--- src/rtl/systolic_pkg.sv ---
// Shared types and helpers for the systolic datapath blocks.
package systolic_pkg;

    typedef enum logic [0:0] {
        IDLE  = 1'b0,
        SHIFT = 1'b1
    } piso_state_e;

    // Counter width for a range of v values, never narrower than one bit.
    function automatic int unsigned clog2_min1(input int unsigned v);
        return (v <= 1) ? 1 : $clog2(v);
    endfunction

endpackage

--- src/rtl/up_counter.sv ---
// Free-running up counter 0..max_p with synchronous clear and a wrap strobe.
module up_counter #(
    parameter int unsigned max_p   = 7,
    parameter int unsigned width_p = 3
) (
    input  logic               clk_i,
    input  logic               reset_n_i,
    input  logic               clear_i,
    input  logic               en_i,
    output logic [width_p-1:0] count_o,
    output logic               wrap_o
);

    localparam logic [width_p-1:0] max_lp = width_p'(max_p);

    logic at_max;

    always_comb begin
        at_max = (count_o == max_lp);
        wrap_o = en_i & at_max;
    end

    always_ff @(posedge clk_i or negedge reset_n_i) begin
        if (!reset_n_i) begin
            count_o <= '0;
        end else if (clear_i) begin
            count_o <= '0;
        end else if (en_i) begin
            count_o <= at_max ? '0 : count_o + width_p'(1);
        end
    end

endmodule

--- src/rtl/piso_frame.sv ---
// Parallel-in serial-out transmitter: words in over ready/valid, bits out over
// valid/yumi, with the final bit of every depth_p-word frame marked by last_o.
module piso_frame
    import systolic_pkg::*;
#(
    parameter int unsigned width_p     = 8,
    parameter int unsigned depth_p     = 4,
    parameter bit          msb_first_p = 1'b1
) (
    input  logic               clk_i,
    input  logic               reset_n_i,
    input  logic               flush_i,
    output logic               ready_o,
    input  logic               valid_i,
    input  logic [width_p-1:0] data_i,
    output logic               valid_o,
    output logic               data_o,
    input  logic               yumi_i,
    output logic               last_o,
    output logic               busy_o
);

    localparam int unsigned bit_w_lp  = clog2_min1(width_p);
    localparam int unsigned word_w_lp = clog2_min1(depth_p);
    localparam logic [bit_w_lp-1:0]  bit_last_lp  = bit_w_lp'(width_p - 1);
    localparam logic [word_w_lp-1:0] word_last_lp = word_w_lp'(depth_p - 1);

    piso_state_e          state;
    logic [width_p-1:0]   shreg;
    logic [bit_w_lp-1:0]  bit_cnt;
    logic [word_w_lp-1:0] word_cnt;
    logic                 bit_wrap;
    logic                 frame_wrap;
    logic                 take;
    logic                 load;
    logic                 on_last_bit;

    // Handshake decode; ready reopens during the final yumi for zero-bubble streaming.
    always_comb begin
        on_last_bit = (bit_cnt == bit_last_lp);
        take        = (state == SHIFT) & yumi_i & ~flush_i;
        ready_o     = ~flush_i;
        if (state == SHIFT) begin
            ready_o = yumi_i & on_last_bit & ~flush_i;
        end
        load = valid_i & ready_o;
    end

    always_ff @(posedge clk_i or negedge reset_n_i) begin
        if (!reset_n_i) begin
            state <= IDLE;
            shreg <= '0;
        end else if (flush_i) begin
            state <= IDLE;
            shreg <= '0;
        end else if (load) begin
            state <= SHIFT;
            shreg <= data_i;
        end else if (take) begin
            shreg <= msb_first_p ? (shreg << 1) : (shreg >> 1);
            if (bit_wrap) begin
                state <= IDLE;
            end
        end
    end

    up_counter #(
        .max_p   (width_p - 1),
        .width_p (bit_w_lp)
    ) u_bit_cnt (
        .clk_i     (clk_i),
        .reset_n_i (reset_n_i),
        .clear_i   (flush_i | load),
        .en_i      (take),
        .count_o   (bit_cnt),
        .wrap_o    (bit_wrap)
    );

    up_counter #(
        .max_p   (depth_p - 1),
        .width_p (word_w_lp)
    ) u_word_cnt (
        .clk_i     (clk_i),
        .reset_n_i (reset_n_i),
        .clear_i   (flush_i),
        .en_i      (bit_wrap),
        .count_o   (word_cnt),
        .wrap_o    (frame_wrap)
    );

    always_comb begin
        valid_o = (state == SHIFT);
        busy_o  = (state == SHIFT);
        data_o  = msb_first_p ? shreg[width_p-1] : shreg[0];
        last_o  = valid_o & on_last_bit & (word_cnt == word_last_lp);
    end

    yumi_only_when_valid: assert property (
        @(posedge clk_i) disable iff (!reset_n_i) yumi_i |-> valid_o
    ) else $error("yumi_i asserted while valid_o=0");

    frame_end_marked: assert property (
        @(posedge clk_i) disable iff (!reset_n_i) frame_wrap |-> last_o
    ) else $error("frame completed without last_o");

endmodule

--- config.mk ---
export PLATFORM = sky130hd
export DESIGN_NAME = piso_frame
export DESIGN_NICKNAME = d
export VERILOG_FILES = /design/src/rtl/systolic_pkg.sv /design/src/rtl/up_counter.sv /design/src/rtl/piso_frame.sv
export SDC_FILE = /design/constraint.sdc
export NUM_CORES = 1
export LEC_CHECK = 0
export BUFFER_PORTS_ARGS = -buffer_cell sky130_fd_sc_hd__buf_2
export CAP_MARGIN = 20
export CORE_MARGIN = 8
export CORE_UTILIZATION = 56
export DETAILED_ROUTE_END_ITERATION = 10
export GPL_TIMING_DRIVEN = 0
export PLACE_DENSITY = 0.86
export SLEW_MARGIN = 15
export SYNTH_ARGS = -nofsm -noshare
export SYNTH_HDL_FRONTEND = slang
export SYNTH_SLANG_ARGS = --single-unit
export TNS_END_PERCENT = 100
--- constraint.sdc ---
create_clock -name clk_i -period 5 [get_ports clk_i]
set_clock_uncertainty 0.05 [all_clocks]
set_input_delay 1 -clock clk_i [delete_from_list [all_inputs] [get_ports clk_i]]
set_output_delay 1 -clock clk_i [all_outputs]
set_load 0.02 [all_outputs]
* Word-level counts from Yosys, hierarchy flattened *
Index checks and enable logic that the tools add are counted.

operators by class
  add/sub/neg operators = 2
  equality and inequality tests = 2
  multiplexer cells = 14
  bitwise gates (word level) = 10
  reduce and logical (&&, ||, !) cells = 5

operators with widths
  kind                   count
  $mux W8                3
  $mux W3                3
  $and A1 B1 Y1          8
  $mux W2                3
  $reduce_bool A3 Y1     2
  $mux W1                5
  $reduce_bool A2 Y1     2
  $add A3 B1 Y3 const B  1
  $eq A3 B3 Y1 const B   1
  $add A2 B1 Y2 const B  1
  $eq A2 B2 Y1 const B   1
  $reduce_and A2 Y1      1
  $not A1 Y1             1
  $or A1 B1 Y1           1

word-level totals
  flip-flop bits (word level) = 14
  bits of input ports = 13
  output and inout port bits = 5
  logic and storage cells = 37

* Logic depth before layout (Yosys ltp) *
  depth in word-level cells = 7
  depth in mapped cells = 5
  gate-level depth less buffers = 5

* By module *
A second synthesis with hierarchy kept.

second synthesis, totals
  cell total of the unflattened synthesis = 67
  area, all modules = 768.2 um2

by module, submodules not included
  module                   instances  cells each  area each (um2)  seq. area each (um2)
  piso_frame               1          45          504.2            225.2
  up_counter (u_bit_cnt)   1          13          157.7            75.1
  up_counter (u_word_cnt)  1          9           106.4            50.0

* Worst setup path before layout *
No wires, ideal clock.

  path kind = input port to output port
  start point = input flush_i
  end point = output ready_o
  data arrival time = 1657 ps
  required time = 3950 ps
  path slack = 2293 ps
  cell stages on the path = 3
  buffers on the path = 2
  path through = clkbuf_1 > buf_2 > nor2_1

between the ends
  longest elaborated chain between the ends = 3

RTL lines
  what             line                                source
  start, declared  piso_frame.sv:12                    input logic flush_i,
  $not A1 Y1 *     piso_frame.sv:42, piso_frame.sv:44
  $and A1 B1 Y1    piso_frame.sv:44                    ready_o = yumi_i & on_last_bit & ~flush_i;
  $mux W1 *        piso_frame.sv:43                    if (state == SHIFT) begin
  end, declared    piso_frame.sv:13                    output logic ready_o,

Every way passes the cells marked *; elsewhere a longest branch is shown, timed or not.

* Worst setup path after layout *
Same ends and word-level chain as after synthesis.

==> results <==
- The run finished with clean final reports.
- The setup TNS is 0 ps.
- The worst max-slew margin expressed relative to the limit is 72.5%.
- The root buffer selected by CTS is clkbuf_4.
- The total power divided by cell area is 246 nW/um2.
- The met3 capacity usage during global routing is 4.01%.
- The yosys synthesis warning count is 0.
- The top flip-flop cell by instance count after synthesis is dfrtp_1.
- Of all cell types, the one taking the most synthesized area is dfrtp_1.
- 0 antenna diodes ended up in the layout.
- The worst-case reg-to-reg path depth is 5.
- The initial antenna violation count was 0.
- Wires add up to 1.81 mm.
- The floorplan step defined a die boundary enclosing 3040 um2.
- The count of flip-flops with a built-in enable after synthesis is 0.
- The number of placement rows is 14.
- The minimum setup slack among reg-to-reg paths is 3190 ps.
- Summing over every cut layer, the via total after detailed routing is 726.
- The count of final hold-check violations is 0.
- The final net count is 127.
- Post-CTS timing repair inserted 0 buffers for setup.
- The fraction of layout instances using a drive strength above 1 is 25.7%.
- The worst hold path belongs to the class flip-flop to flip-flop.
- The max-capacitance violation count is 0.
- Clock tree synthesis found a total of 14 sinks.
- In this run the horizontal extent of the chip is 55.2 um.
- The number of global-route vias before repair is a little under 700.
- STA puts the critical path data arrival time at 1920 ps.
- The end of the worst register-to-register path is shreg[7].
- The number of gates resized after CTS was 0.
- The maximum fanout count along the critical path is 10.
- The worst path required time is about 4000 ps.
- STA classifies the critical path startpoint as an input port.
- The average instance in the mapped netlist occupies 9.66 um2.
- The static power due to leakage is 0.502 nW.
- The global-route total usage across every layer is 13.1%.
- Static timing analysis puts the maximum clock frequency at 336 MHz.
- Global routing finished with a remaining overflow of 0.
- Excluding fillers, the count of instances in the completed layout stands at 125.
- The met1 usage in global routing is 14.5%.
- In this run the number of H-tree levels came out at 1.
- The largest net degree at the start of global routing is 15.
- The busiest layer in global routing is met2.
- The clock transition time at the flip-flop clock pins of the worst setup and hold paths is 70 ps.
- In this run, post-CTS hold repair placed 0 buffers.
- The worst-case vdd ir drop is 0.150 mV.
- The DRC violation count after routing is 0.
- In this run the cell area of the synthesized design comes to 860 um2.
- In this run the vertical extent of the chip is around 55 um.
- In this run the critical register-to-register path is launched from u_bit_cnt.count_o[0].
- The area growth from synthesis to layout is 14.8%.
- Among all cell types in the netlist, the one instantiated most often is dfrtp_1.
- Along the worst hold path, the cell count comes to 1.
- The clock latency of the later-clocked register in the worst-skew pair is 280 ps.
- The detail-routed via count per cell is 5.81.
- The quantity of I/O buffers inserted on ports is 17.
- The critical path is of the input port to primary output type.
- The hold path startpoint is shreg[7].
- Counting every net in the synthesized netlist gives 105.
- The post-route clock period utilization is 59.5%.
- Routability-driven placement finished with a final weighted congestion of 0.786.
- After synthesis the netlist holds a flip-flop and latch count of 14.
- Dividing the detail-routed wire length by the instance count gives 14.5 um.
- The deepest clock path buffer count is 2.
- The initial standard-cell utilization of the core is 58.4%.
- The worst hold path terminates at shreg[7].
- Setup repair after global routing left no endpoint under its margin.
- The wire-length estimate of the detail-placed layout is 1.34 mm.
- Sorting the synthesized cells by how often they occur yields 14 x dfrtp_1, 12 x inv_1.
- The number of top-level design ports is 18.
- Counting every instance in the synthesized netlist gives 89.
- The shortest clock period the worst path allows after layout is 2970 ps.
- The share of synthesized area in the top cell type comes to between 40% and 50%.
- The worst setup path is captured at a primary output.
- The first global-routing pass estimated 2.87 mm of wire.
- The final number of setup-violating endpoints is 0.
- In this run, the number of DRC markers left after iteration 0 of detailed routing was 17.
- The total clock buffers created by CTS is 3.
- The sequential fraction of the synthesis area is 40.8%.
- The layout has about 130 filler cells.
- The number of placed instances, taps included, is 122.
- At the pin with the least slew margin, the transition time is ~410 ps.
- The total area inside the core boundary comes to 1470 um2.
- Ranked by total cell area, the synthesized netlist is headed by dfrtp_1 41%, o32a_1 7.0%, o32ai_1 6.1%, a211oi_1 5.2%, inv_1 5.2%.
- The number of slew-limit violations in the final report is 0.
- For this run, global-route usage on met2 was measured as a little over a fifth.
- The number of iterations in the first detailed-routing pass is 4.
- The residual antenna-violating net count after detailed routing is 0.
- The number of distinct standard cells referenced by the synthesized netlist is 27.
- Counting flops with an async set or reset pin after synthesis yields a share of 100%.
- The TritonCTS clock tree is done.
final cells by class:
cell class | instances | area, um2 | share of cell area (%)
multi-input cells | 55 | 413 | 41.8
flip-flops and latches | 14 | 350 | 35.5
repair buffers | 17 | 85.1 | 8.62
plain buffers | 8 | 51.3 | 5.20
inverters | 12 | 45.0 | 4.56
clock buffers | 3 | 22.5 | 2.28
well taps | 16 | 20.0 | 2.03
where the power goes:
group	leakage (nW)	switching, W	internal, W
clock	0.0138	0.0000344	0.0000280
combinational	0.305	0.0000298	0.0000241
sequential	0.184	0.00000477	0.000121
total	0.502	0.0000689	0.000174
flip-flops by register name, indices dropped and copies added, names as in the netlist:
name	cells
u_word_cnt.count_o	2
busy_o	1
u_bit_cnt.count_o	3
shreg	8
critical path, cell delays in order:
cell and delay (ps):
buf_2 80, clkbuf_1 310, buf_2 290, nor2_1 70, buf_2 160
cell usage in the layout, fill, tap and decap left out, drive strengths merged:
cell | Yosys | layout
a211oi | 6 | 6
nor2b | 1 | 1
and3 | 1 | 1
clkbuf | 3 | 6
nand3 | 2 | 2
a21boi | 1 | 1
inv | 12 | 12
o32a | 6 | 6
nor2 | 6 | 6
nor3 | 4 | 4
mux2 | 1 | 1
nand2 | 3 | 3
a21bo | 1 | 1
o21ai | 3 | 3
a21oi | 2 | 2
nand2b | 2 | 2
or3 | 1 | 1
ha | 3 | 3
a311oi | 1 | 1
dfrtp | 14 | 14
a21o | 1 | 1
buf | 5 | 22
o32ai | 6 | 6
nor3b | 1 | 1
mux2i | 3 | 3
cell families after synthesis:
family / count (synthesis) / synth area share (%)
buf+inv: 20 / 11.2
compound gates: 27 / 26.5
mux: 4 / 5.24
simple gates: 21 / 11.9
fa+ha+maj: 3 / 4.37
flops: 14 / 40.8
metrics by stage:
step	util, %	hold slack, ps	instance area, um2	worst slack (ps)	total power [W]
after detailed placement	65.6	461	965	2040	0.000182
final	67.1	477	987	2030	0.000242
after global routing	67.1	504	987	1960	0.000255
after CTS	67.1	480	987	2040	0.000246
after floorplan	-	438	860	2290	0.000165
after global placement	65.6	456	965	2040	0.000181
how the worst max path moves through the flow:
stage              end  startpoint  cells past startpoint
6_report       ready_o     flush_i                      5
4_1_cts        ready_o     flush_i                      5
2_1_floorplan  ready_o     flush_i                      3
3_3_place_gp   ready_o     flush_i                      5
5_1_grt        ready_o     flush_i                      5
3_5_place_dp   ready_o     flush_i                      5
per-layer routing:
metal	routed length [um]	share of wire (%)
met4	42	2.3
met1	810	45
met5	0	0
met3	115	6.3
met2	845	47
Power figures use the tool's default switching activity.
